===== config.mk =====
export PLATFORM = sky130hd
export DESIGN_NAME = execute_stage_flat
export DESIGN_NICKNAME = d
export VERILOG_FILES = /design/src/rtl/y86_pkg.sv /design/src/rtl/execute_stage_if.sv /design/src/rtl/execute_stage_alu.sv /design/src/rtl/execute_stage.sv /design/src/flat_wrapper.sv
export SDC_FILE = /design/constraint.sdc
export NUM_CORES = 1
export LEC_CHECK = 0
export ABC_AREA = 1
export CORE_MARGIN = 1
export CORE_UTILIZATION = 56
export DETAILED_ROUTE_END_ITERATION = 6
export PLACE_DENSITY = 0.93
export SLEW_MARGIN = 10
export SYNTH_ARGS = -nofsm -noshare
export SYNTH_HDL_FRONTEND = slang
export SYNTH_SLANG_ARGS = --single-unit

===== constraint.sdc =====
create_clock -name clk -period 10.1 [get_ports clk]
set_input_delay 1.01 -clock clk [delete_from_list [all_inputs] [get_ports clk]]
set_output_delay 1.01 -clock clk [all_outputs]
set_load 0.01 [all_outputs]

===== src/rtl/y86_pkg.sv =====
// Shared Y86-64 definitions: instruction codes, status codes, ALU function
// codes, the "no register" ID, bubble field values and the condition helper.
package y86_pkg;

  // Instruction codes
  localparam logic [3:0] I_HALT   = 4'h0;
  localparam logic [3:0] I_NOP    = 4'h1;
  localparam logic [3:0] I_RRMOVQ = 4'h2;
  localparam logic [3:0] I_IRMOVQ = 4'h3;
  localparam logic [3:0] I_RMMOVQ = 4'h4;
  localparam logic [3:0] I_MRMOVQ = 4'h5;
  localparam logic [3:0] I_OPQ    = 4'h6;
  localparam logic [3:0] I_JXX    = 4'h7;
  localparam logic [3:0] I_CALL   = 4'h8;
  localparam logic [3:0] I_RET    = 4'h9;
  localparam logic [3:0] I_PUSHQ  = 4'hA;
  localparam logic [3:0] I_POPQ   = 4'hB;

  // Status codes
  localparam logic [2:0] S_AOK = 3'd1;
  localparam logic [2:0] S_HLT = 3'd2;
  localparam logic [2:0] S_ADR = 3'd3;
  localparam logic [2:0] S_INS = 3'd4;

  // ALU function codes
  localparam logic [1:0] ALU_ADD = 2'd0;
  localparam logic [1:0] ALU_SUB = 2'd1;
  localparam logic [1:0] ALU_AND = 2'd2;
  localparam logic [1:0] ALU_XOR = 2'd3;

  // Register ID meaning "no destination / no source"
  localparam logic [3:0] REG_NONE = 4'hF;

  // Field values loaded by a pipeline bubble
  localparam logic [3:0] BUBBLE_ICODE = I_NOP;
  localparam logic [3:0] BUBBLE_IFUN  = 4'h0;
  localparam logic [2:0] BUBBLE_STAT  = S_AOK;

  // Condition codes
  typedef struct packed {
    logic zf;
    logic sf;
    logic of;
  } cc_t;

  localparam cc_t CC_RESET = '{zf: 1'b1, sf: 1'b0, of: 1'b0};

  // Branch / conditional-move condition from a function code and flags.
  function automatic logic cond_eval(input logic [3:0] ifun, input cc_t cc);
    logic lt;
    logic res;
    lt  = cc.sf ^ cc.of;
    res = 1'b0;
    case (ifun)
      4'd0:    res = 1'b1;
      4'd1:    res = lt | cc.zf;
      4'd2:    res = lt;
      4'd3:    res = cc.zf;
      4'd4:    res = ~cc.zf;
      4'd5:    res = ~lt;
      4'd6:    res = ~lt & ~cc.zf;
      default: res = 1'b0;
    endcase
    return res;
  endfunction

endpackage


===== src/rtl/execute_stage_if.sv =====
// Decode-to-execute inputs, stage control, hazard/forwarding outputs and the
// M pipeline register outputs of the execute stage.
interface execute_stage_if #(parameter int W = 64);

  logic [2:0]   d_stat;
  logic [3:0]   d_icode;
  logic [3:0]   d_ifun;
  logic [W-1:0] d_valA;
  logic [W-1:0] d_valB;
  logic [W-1:0] d_valC;
  logic [3:0]   d_dstE;
  logic [3:0]   d_dstM;
  logic [3:0]   d_srcA;
  logic [3:0]   d_srcB;

  logic         E_stall;
  logic         E_bubble;
  logic         M_bubble;
  logic         set_cc_block;

  logic [3:0]   E_srcA;
  logic [3:0]   E_srcB;
  logic [3:0]   E_dstM;
  logic [3:0]   E_icode;
  logic [3:0]   e_dstE;
  logic [W-1:0] e_valE;

  logic [2:0]   M_stat;
  logic [3:0]   M_icode;
  logic         M_Cnd;
  logic [W-1:0] M_valE;
  logic [W-1:0] M_valA;
  logic [3:0]   M_dstE;
  logic [3:0]   M_dstM;

  // Decode / pipeline control side
  modport master (
    output d_stat, d_icode, d_ifun, d_valA, d_valB, d_valC,
           d_dstE, d_dstM, d_srcA, d_srcB,
           E_stall, E_bubble, M_bubble, set_cc_block,
    input  E_srcA, E_srcB, E_dstM, E_icode, e_dstE, e_valE,
           M_stat, M_icode, M_Cnd, M_valE, M_valA, M_dstE, M_dstM
  );

  // Execute stage side
  modport slave (
    input  d_stat, d_icode, d_ifun, d_valA, d_valB, d_valC,
           d_dstE, d_dstM, d_srcA, d_srcB,
           E_stall, E_bubble, M_bubble, set_cc_block,
    output E_srcA, E_srcB, E_dstM, E_icode, e_dstE, e_valE,
           M_stat, M_icode, M_Cnd, M_valE, M_valA, M_dstE, M_dstM
  );

endinterface


===== src/rtl/execute_stage_alu.sv =====
// Y86-64 ALU: res = x op y for add, sub, and, xor. carry_bit is the
// unsigned carry/borrow out of add/sub.
module ALU
  import y86_pkg::*;
#(
  parameter int W = 64
) (
  input  logic [W-1:0] x,
  input  logic [W-1:0] y,
  input  logic [1:0]   control,
  output logic [W-1:0] res,
  output logic         carry_bit
);

  // Combinational operation select
  always_comb begin
    res       = '0;
    carry_bit = 1'b0;
    case (control)
      ALU_ADD: {carry_bit, res} = {1'b0, x} + {1'b0, y};
      ALU_SUB: {carry_bit, res} = {1'b0, x} - {1'b0, y};
      ALU_AND: res = x & y;
      default: res = x ^ y;
    endcase
  end

endmodule


===== src/rtl/execute_stage.sv =====
// Execute stage of the pipelined Y86-64 core: E pipeline register, ALU
// operand/function selection, condition codes, branch/cmov condition and the
// M pipeline register.
module execute_stage
  import y86_pkg::*;
#(
  parameter int         W     = 64,
  parameter logic [3:0] RNONE = REG_NONE
) (
  input logic             clk,
  input logic             rst_n,
  execute_stage_if.slave  bus
);

  localparam logic [W-1:0] EIGHT = W'(8);

  // E pipeline register
  logic [2:0]   E_stat;
  logic [3:0]   E_icode;
  logic [3:0]   E_ifun;
  logic [W-1:0] E_valA;
  logic [W-1:0] E_valB;
  logic [W-1:0] E_valC;
  logic [3:0]   E_dstE;
  logic [3:0]   E_dstM;
  logic [3:0]   E_srcA;
  logic [3:0]   E_srcB;

  // Execute datapath
  logic [W-1:0] alu_a;
  logic [W-1:0] alu_b;
  logic [1:0]   alu_fun;
  logic [W-1:0] e_valE;
  logic         e_cnd;
  logic [3:0]   e_dstE;
  cc_t          cc_reg;
  cc_t          cc_next;

  // M pipeline register
  logic [2:0]   M_stat;
  logic [3:0]   M_icode;
  logic         M_Cnd;
  logic [W-1:0] M_valE;
  logic [W-1:0] M_valA;
  logic [3:0]   M_dstE;
  logic [3:0]   M_dstM;

  // E register: bubble beats stall, stall holds, otherwise load from decode
  always_ff @(posedge clk or negedge rst_n) begin
    if (!rst_n) begin
      E_stat  <= BUBBLE_STAT;
      E_icode <= BUBBLE_ICODE;
      E_ifun  <= BUBBLE_IFUN;
      E_valA  <= '0;
      E_valB  <= '0;
      E_valC  <= '0;
      E_dstE  <= RNONE;
      E_dstM  <= RNONE;
      E_srcA  <= RNONE;
      E_srcB  <= RNONE;
    end else if (bus.E_bubble) begin
      E_stat  <= BUBBLE_STAT;
      E_icode <= BUBBLE_ICODE;
      E_ifun  <= BUBBLE_IFUN;
      E_valA  <= '0;
      E_valB  <= '0;
      E_valC  <= '0;
      E_dstE  <= RNONE;
      E_dstM  <= RNONE;
      E_srcA  <= RNONE;
      E_srcB  <= RNONE;
    end else if (!bus.E_stall) begin
      E_stat  <= bus.d_stat;
      E_icode <= bus.d_icode;
      E_ifun  <= bus.d_ifun;
      E_valA  <= bus.d_valA;
      E_valB  <= bus.d_valB;
      E_valC  <= bus.d_valC;
      E_dstE  <= bus.d_dstE;
      E_dstM  <= bus.d_dstM;
      E_srcA  <= bus.d_srcA;
      E_srcB  <= bus.d_srcB;
    end
  end

  // ALU operand and function selection by instruction class
  always_comb begin
    alu_a   = '0;
    alu_b   = '0;
    alu_fun = ALU_ADD;
    case (E_icode)
      I_OPQ, I_RRMOVQ:              alu_a = E_valA;
      I_IRMOVQ, I_RMMOVQ, I_MRMOVQ: alu_a = E_valC;
      I_CALL, I_PUSHQ:              alu_a = -EIGHT;
      I_RET, I_POPQ:                alu_a = EIGHT;
      default:                      alu_a = '0;
    endcase
    case (E_icode)
      I_RMMOVQ, I_MRMOVQ, I_OPQ, I_CALL,
      I_PUSHQ, I_RET, I_POPQ:       alu_b = E_valB;
      default:                      alu_b = '0;
    endcase
    if (E_icode == I_OPQ) begin
      alu_fun = E_ifun[1:0];
    end
  end

  // Carry out is not architecturally visible in Y86-64
  ALU #(.W(W)) u_alu (
    .x         (alu_b),
    .y         (alu_a),
    .control   (alu_fun),
    .res       (e_valE),
    .carry_bit ()
  );

  // Flags the current ALU result would write; overflow is signed only
  always_comb begin
    cc_next.zf = (e_valE == '0);
    cc_next.sf = e_valE[W-1];
    cc_next.of = 1'b0;
    case (alu_fun)
      ALU_ADD: cc_next.of = (alu_a[W-1] == alu_b[W-1]) && (e_valE[W-1] != alu_b[W-1]);
      ALU_SUB: cc_next.of = (alu_b[W-1] != alu_a[W-1]) && (e_valE[W-1] != alu_b[W-1]);
      default: cc_next.of = 1'b0;
    endcase
  end

  // Condition codes: only OPQ writes, and not while a later stage is faulting
  always_ff @(posedge clk or negedge rst_n) begin
    if (!rst_n) begin
      cc_reg <= CC_RESET;
    end else if ((E_icode == I_OPQ) && !bus.set_cc_block) begin
      cc_reg <= cc_next;
    end
  end

  // Condition uses the flags already in the register, and only gates jumps and cmovs
  always_comb begin
    e_cnd  = 1'b1;
    e_dstE = E_dstE;
    if ((E_icode == I_JXX) || (E_icode == I_RRMOVQ)) begin
      e_cnd = cond_eval(E_ifun, cc_reg);
    end
    if ((E_icode == I_RRMOVQ) && !e_cnd) begin
      e_dstE = RNONE;
    end
  end

  // M register: no stall, bubble clears the condition flag
  always_ff @(posedge clk or negedge rst_n) begin
    if (!rst_n) begin
      M_stat  <= BUBBLE_STAT;
      M_icode <= BUBBLE_ICODE;
      M_Cnd   <= 1'b0;
      M_valE  <= '0;
      M_valA  <= '0;
      M_dstE  <= RNONE;
      M_dstM  <= RNONE;
    end else if (bus.M_bubble) begin
      M_stat  <= BUBBLE_STAT;
      M_icode <= BUBBLE_ICODE;
      M_Cnd   <= 1'b0;
      M_valE  <= '0;
      M_valA  <= '0;
      M_dstE  <= RNONE;
      M_dstM  <= RNONE;
    end else begin
      M_stat  <= E_stat;
      M_icode <= E_icode;
      M_Cnd   <= e_cnd;
      M_valE  <= e_valE;
      M_valA  <= E_valA;
      M_dstE  <= e_dstE;
      M_dstM  <= E_dstM;
    end
  end

  assign bus.E_srcA  = E_srcA;
  assign bus.E_srcB  = E_srcB;
  assign bus.E_dstM  = E_dstM;
  assign bus.E_icode = E_icode;
  assign bus.e_dstE  = e_dstE;
  assign bus.e_valE  = e_valE;
  assign bus.M_stat  = M_stat;
  assign bus.M_icode = M_icode;
  assign bus.M_Cnd   = M_Cnd;
  assign bus.M_valE  = M_valE;
  assign bus.M_valA  = M_valA;
  assign bus.M_dstE  = M_dstE;
  assign bus.M_dstM  = M_dstM;

endmodule


===== src/flat_wrapper.sv =====
// flat-port wrapper written by rule: the top's interface ports become plain ports
module execute_stage_flat import y86_pkg::*;
#(
  parameter int         W     = 64,
  parameter logic [3:0] RNONE = REG_NONE
)
  (clk, rst_n, bus_d_stat, bus_d_icode, bus_d_ifun, bus_d_valA, bus_d_valB, bus_d_valC, bus_d_dstE, bus_d_dstM, bus_d_srcA, bus_d_srcB, bus_E_stall, bus_E_bubble, bus_M_bubble, bus_set_cc_block, bus_E_srcA, bus_E_srcB, bus_E_dstM, bus_E_icode, bus_e_dstE, bus_e_valE, bus_M_stat, bus_M_icode, bus_M_Cnd, bus_M_valE, bus_M_valA, bus_M_dstE, bus_M_dstM);
  execute_stage_if #(.W(W)) bus_i ();
  input logic clk;
  input logic rst_n;
  input wire logic [$bits(bus_i.d_stat)-1:0] bus_d_stat;
  input wire logic [$bits(bus_i.d_icode)-1:0] bus_d_icode;
  input wire logic [$bits(bus_i.d_ifun)-1:0] bus_d_ifun;
  input wire logic [$bits(bus_i.d_valA)-1:0] bus_d_valA;
  input wire logic [$bits(bus_i.d_valB)-1:0] bus_d_valB;
  input wire logic [$bits(bus_i.d_valC)-1:0] bus_d_valC;
  input wire logic [$bits(bus_i.d_dstE)-1:0] bus_d_dstE;
  input wire logic [$bits(bus_i.d_dstM)-1:0] bus_d_dstM;
  input wire logic [$bits(bus_i.d_srcA)-1:0] bus_d_srcA;
  input wire logic [$bits(bus_i.d_srcB)-1:0] bus_d_srcB;
  input wire logic [$bits(bus_i.E_stall)-1:0] bus_E_stall;
  input wire logic [$bits(bus_i.E_bubble)-1:0] bus_E_bubble;
  input wire logic [$bits(bus_i.M_bubble)-1:0] bus_M_bubble;
  input wire logic [$bits(bus_i.set_cc_block)-1:0] bus_set_cc_block;
  output wire logic [$bits(bus_i.E_srcA)-1:0] bus_E_srcA;
  output wire logic [$bits(bus_i.E_srcB)-1:0] bus_E_srcB;
  output wire logic [$bits(bus_i.E_dstM)-1:0] bus_E_dstM;
  output wire logic [$bits(bus_i.E_icode)-1:0] bus_E_icode;
  output wire logic [$bits(bus_i.e_dstE)-1:0] bus_e_dstE;
  output wire logic [$bits(bus_i.e_valE)-1:0] bus_e_valE;
  output wire logic [$bits(bus_i.M_stat)-1:0] bus_M_stat;
  output wire logic [$bits(bus_i.M_icode)-1:0] bus_M_icode;
  output wire logic [$bits(bus_i.M_Cnd)-1:0] bus_M_Cnd;
  output wire logic [$bits(bus_i.M_valE)-1:0] bus_M_valE;
  output wire logic [$bits(bus_i.M_valA)-1:0] bus_M_valA;
  output wire logic [$bits(bus_i.M_dstE)-1:0] bus_M_dstE;
  output wire logic [$bits(bus_i.M_dstM)-1:0] bus_M_dstM;
  assign bus_i.d_stat = bus_d_stat;
  assign bus_i.d_icode = bus_d_icode;
  assign bus_i.d_ifun = bus_d_ifun;
  assign bus_i.d_valA = bus_d_valA;
  assign bus_i.d_valB = bus_d_valB;
  assign bus_i.d_valC = bus_d_valC;
  assign bus_i.d_dstE = bus_d_dstE;
  assign bus_i.d_dstM = bus_d_dstM;
  assign bus_i.d_srcA = bus_d_srcA;
  assign bus_i.d_srcB = bus_d_srcB;
  assign bus_i.E_stall = bus_E_stall;
  assign bus_i.E_bubble = bus_E_bubble;
  assign bus_i.M_bubble = bus_M_bubble;
  assign bus_i.set_cc_block = bus_set_cc_block;
  assign bus_E_srcA = bus_i.E_srcA;
  assign bus_E_srcB = bus_i.E_srcB;
  assign bus_E_dstM = bus_i.E_dstM;
  assign bus_E_icode = bus_i.E_icode;
  assign bus_e_dstE = bus_i.e_dstE;
  assign bus_e_valE = bus_i.e_valE;
  assign bus_M_stat = bus_i.M_stat;
  assign bus_M_icode = bus_i.M_icode;
  assign bus_M_Cnd = bus_i.M_Cnd;
  assign bus_M_valE = bus_i.M_valE;
  assign bus_M_valA = bus_i.M_valA;
  assign bus_M_dstE = bus_i.M_dstE;
  assign bus_M_dstM = bus_i.M_dstM;
  execute_stage #(.W(W), .RNONE(RNONE)) u_core (.clk(clk), .rst_n(rst_n), .bus(bus_i));
endmodule

Word-level counts from Yosys, hierarchy flattened --
Index checks and enable logic that the tools add are counted.
Cells by class: multipliers 0, add/sub/neg operators 2, reductions and logical operators 15, shifts and indexed selects 0, bitwise operators 7, div/mod/pow operators 0, order comparisons 0, mux-type cells 35, eq/ne operators 22
Operator list (number):
- $mux 64 | 9
- $pmux 64 s4 | 1
- $pmux 64 s3 | 1
- $add 64x64->64 | 1
- $and 64x64->64 | 1
- $logic_not 64->1 | 1
- $mux 4 | 16
- $sub 64x64->64 | 1
- $xor 64x64->64 | 1
- $eq 4x3->1 const B | 7
- $eq 4x2->1 const B | 4
- $eq 4x4->1 const B | 4
- $mux 3 | 3
- $pmux 1 s7 | 1
- $reduce_or 7->1 | 1
- $reduce_or 2->1 | 3
- $eq 4x1->1 const B | 1
- $logic_and 1x1->1 | 4
- $logic_not 4->1 | 1
- $reduce_or 3->1 | 1
- $eq 2x1->1 const B | 1
- $eq 2x2->1 const B | 1
- $logic_not 1->1 | 2
- $logic_not 2->1 | 1
- 11 further kinds | 14
Storage, ports and cells: register bits 366, input bits 225, word-level logic and storage cells 101, memories kept 0, bits in writable memories 0, latch bits 0, bits in read-only memories 0

Longest topological paths before layout --
depth in word-level cells 9, gate-level depth with buffers 41, gate-level depth less buffers 40

Cells and area by module --
Synthesis repeated with hierarchy kept, for this count alone.
Second synthesis, totals: cells, all modules 4533, area, all modules 28358.4 um2
By module, submodules not included:
- execute_stage | times used 1, area an instance 14411.3 um2, cells an instance 1539
- ALU | times used 1, area an instance 13947.1 um2, cells an instance 2994

Worst setup path after synthesis --
OpenSTA, ideal clock, no wires.
path type register to output, from register u_core.E_icode[0], in the netlist u_core.bus.E_icode[0], to output port bus_e_valE[63], path buffers 2, cell stages (with the launch flop) 35, setup slack 5.001 ns, data arrival time 4.089 ns, cell sequence dfstp_2 > inv_2 > nand3_2 > buf_6 > nor2_1 > a21oi_2 > ha_1 > nand2_2 > nor2_2 > nand2_2 > nor2_4 > nand2_2 > nor2_4 > nand2_4 > nor2_4 > nand4_1 > nand3b_4 > nor2_4 > nand2_1 > nand2_1 > xnor2_1 > inv_1 > ha_1 > nand2_1 > nor2_1 > inv_1 > nor2_1 > inv_1 > nor4_1 > a21oi_1 > nand3_1 > nand3_1 > nand2_2 > inv_1 > buf_4
RTL lines:
- from (decl) | line execute_stage.sv:19 | logic [3:0] E_icode;
- from (signal assigned) | line execute_stage.sv:74 | E_icode <= bus.d_icode;
- to (decl) | line flat_wrapper.sv:30 | output wire logic [$bits(bus_i.e_valE)-1:0] bus_e_valE;

Worst setup path after layout --
from register u_core.E_icode[3], in the netlist u_core.bus.E_icode[3], to output port bus_e_valE[42]
Between the ends: cells in the longest elaborated chain, start to end 5, elaborated cells between the ends (all ways) 25
RTL lines:
- $eq 4x2->1 (tied with other cells) | line execute_stage.sv:91 | case (E_icode)
- $reduce_or 3->1 (tied with other cells) | line execute_stage.sv:91
- $pmux 64 s4 or $mux 64 (tied branches) | line execute_stage.sv:91, execute_stage.sv:98
- $sub 64x64->64 (tied with other cells) | line execute_stage_alu.sv:21 | ALU_SUB: {carry_bit, res} = {1'b0, x} - {1'b0, y};
- $pmux 64 s3 * | line execute_stage_alu.sv:19 | case (control)
Every way passes the cells marked *; elsewhere a longest branch is shown, timed or not.

==> results.yml <==
worst_setup_path:
  r2r_cells: 33
  timing.rr.end: "u_core.cc_reg[2]$_DFFE_PN1P_"
  worstSetupPathType: "reg2out"
  reg2reg_from: "u_core.bus.E_icode[3]$_DFFE_PN0P_"
  crit_path_max_incr_delay_ns: 0.75
  end_kind: "output pin"
  worstSetupStartpointType: "register"
  cp.arrival_ns: 7.19
  r2r_slack_ns: 3.02
  crit_path_top_delay_cell: "nand2_2"
  crit_required_ns: 9.09
  path_max_fanout: 48
yosys:
  seq_area_frac_synth_pct: 38.8
  synth_fp_nets: 3679
  synthArstFlopShare_pct: 100
  synth_xor_area_share_pct: 2.40
  ys_ff_latch: 366
  ys_top_cells_by_area: "dfrtp_1, nand2_1, nor2_1"
  post-synth-top-count-cell: "nand2_1"
  yosys.area.top_type: "dfrtp_1"
  yosys.area_share.simple_pct: 28.0
  syn_area_per_cell_um2: 7.12
  synth_compound_area_share_pct: 13.7
  synth_top_family_by_area: "simple AND/OR/NAND/NOR gates"
  synth_commonest_cells: "nand2_1, nor2_1, inv_1"
  synth_edf_count: 0
  synthAdderAreaFrac_pct: 6.85
  netlist.area_leader.share_pct: 35.6
  synth_cell_types: 54
  synthCells: 3325
  ys_warn_count: 0
  syn_area_um2: 23700
  synth-main-ff-cell: "dfrtp_1"
  synthMuxAreaShare_pct: 0
drt:
  via_per_inst: 5.90
  wl_per_cell_um: 22.9
  antenna_left: 0
  firstDrtPassIters: 7
  drt_iter0_markers: 3430
  vias: 25300
  postRouteWirelength_um: 98300
  drc_errors: 0
global_routing:
  antenna_found_initial: 8
  grt.total_usage_pct: 44.4
  grtUsageMet3_pct: 11.9
  globalRoute.totalOverflow: 0
  grt_pass1_wl_um: 146000
  busiest_layer: "met2"
  grt_max_degree: 203
  grt_use_met2_pct: 66.0
  met1_usage_pct: 60.6
  grt_pass1_vias: 24400
sta:
  fmax_ghz: 0.122
  finalSetupTns_ns: 0
  maxSlewViolCount: 0
  skew_ns: 0.0204
  worst_slack_ns: 1.90
  worst_pin_slew_ns: 1.15
  min_period_ns: 8.20
  slew_headroom_pct: 23.5
  final_hold_viol_count: 0
  finalCritPeriodShare_pct: 81.2
  rsz0062_at_grt: "no"
  setup_viol: 0
clocking:
  cts_buffers: 39
  cts_buffer_depth: 3
  clkTransAtPathRegs_ns: 0.06
  cts_resized: 0
  ctsHtreeMaxLevel: 2
  clock_sinks: 366
  cts_setup_buffers: 0
  clock-root-buffer: "clkbuf_16"
  clock_latency_ns: 0.57
  cts_tree: "built"
  holdBufCountCts: 0
floorplan:
  num_rows: 74
  die_x_um: 208
  core_region_area_um2: 41300
  die_h_um: 208
  io_pins: 453
  die-area_um2: 43100
  initial_core_util_pct: 57.3
layout:
  drive_gt1_share_pct: 5.79
  fillers: 3133
  final_core_utilization_pct: 72.5
  fin_cells: 4287
  seqCellArea_um2: 9200
  areaGrowthSynthToFinish_pct: 26.4
  stdcell_area_um2: 29900
  multi_input_area_um2: 12100
  nets: 4072
worst_hold_path:
  min_path_type: "in2async"
place:
  dpl.hpwl_um: 72700
  dp_cells: 4209
  dpl_cell_area_um2: 28600
  gp_congestion: 1.06
  pre_cts_ws_ns: 2.73
  numPortBuffers: 452
power:
  p_per_area_nw_per_um2: 158
  ir_drop_v: 0.000208
  leakage_nw: 15.2
run:
  maxCapViolations: 0
outcome:
  status: "completed"
==> stage by stage <==
stage / power, mW / hold slack (ns)
after floorplan: 2.44 / 0.442
after global placement: 3.13 / 0.451
after detailed placement: 3.15 / 0.454
after CTS: 4.69 / 0.409
after global routing: 4.92 / 0.437
final: 4.74 / 0.395
==> how the worst max path moves through the flow <==
| stage | startpoint | endpoint | slack, ns | cells past startpoint |
|---|---|---|---|---|
| after floorplan | u_core.bus.E_icode[0]$_DFFE_PN1P_ | bus_e_valE[63] | 5.00 | 34 |
| after global placement | u_core.bus.E_icode[3]$_DFFE_PN0P_ | bus_e_valE[42] | 2.76 | 29 |
| after detailed placement | u_core.bus.E_icode[3]$_DFFE_PN0P_ | bus_e_valE[42] | 2.73 | 29 |
| after CTS | u_core.bus.E_icode[3]$_DFFE_PN0P_ | bus_e_valE[42] | 2.08 | 29 |
| after global routing | u_core.bus.E_icode[2]$_DFFE_PN0P_ | bus_e_valE[42] | 1.52 | 30 |
| final | u_core.bus.E_icode[3]$_DFFE_PN0P_ | bus_e_valE[42] | 1.90 | 29 |
==> report_power, final <==
group / switching (mW) / total [mW] / internal (mW)
logic: 0.952 / 1.56 / 0.612
clock network: 0.635 / 1.55 / 0.915
registers: 0.0531 / 1.63 / 1.57
==> logic make-up (layout without fill, tap and decap cells) <==
| group | count (synthesis) | in the layout |
|---|---|---|
| buf+inv | 623 | 1044 |
| simple gates | 1589 | 1589 |
| flops | 366 | 366 |
| compound gates | 553 | 553 |
| other cells | 0 | 9 |
| fa+ha+maj | 129 | 129 |
| xor+xnor | 65 | 65 |
==> worst max-delay path: cells and delay by family (launching register included) <==
family                   cells  cell delay (ns)
AO/OA/AOI/OAI                6             1.71
adder cells (fa/ha/maj)      1             0.33
XOR/XNOR                     1             0.19
AND/OR/NAND/NOR             16             3.11
flip-flops                   1             0.48
buffers and inverters        5             0.79
==> area by class of cell <==
class | instances | share of cell area [%]
multi-input combinational | 2336 | 40.5
sequential | 366 | 30.7
timing repair buffer | 469 | 15.6
inverter | 506 | 6.35
clock buffer | 49 | 3.59
tap | 532 | 2.22
clock inverter | 20 | 0.953
antenna | 9 | 0.0752
==> cell usage in the layout (no fill, tap or decap), types with 27 or more instances in the layout <==
master	n
a21oi_1	158
a32o_1	28
xor2_1	44
nand3_1	146
ha_1	128
nand4_1	27
nand2_1	785
inv_1	495
dfstp_2	29
nor2_1	505
dfrtp_1	337
o21ai_0	252
clkdlybuf4s50_1	450
a22o_1	41
clkbuf_16	39
==> metal layers <==
metal / vias up / share of wire (%)
met1: 11900 / 39
met3: 264 / 13
met2: 1802 / 43
met4: 0 / 4.8
li1: 11400 / -
met5: - / 0
(Power assumes the default switching activity.)
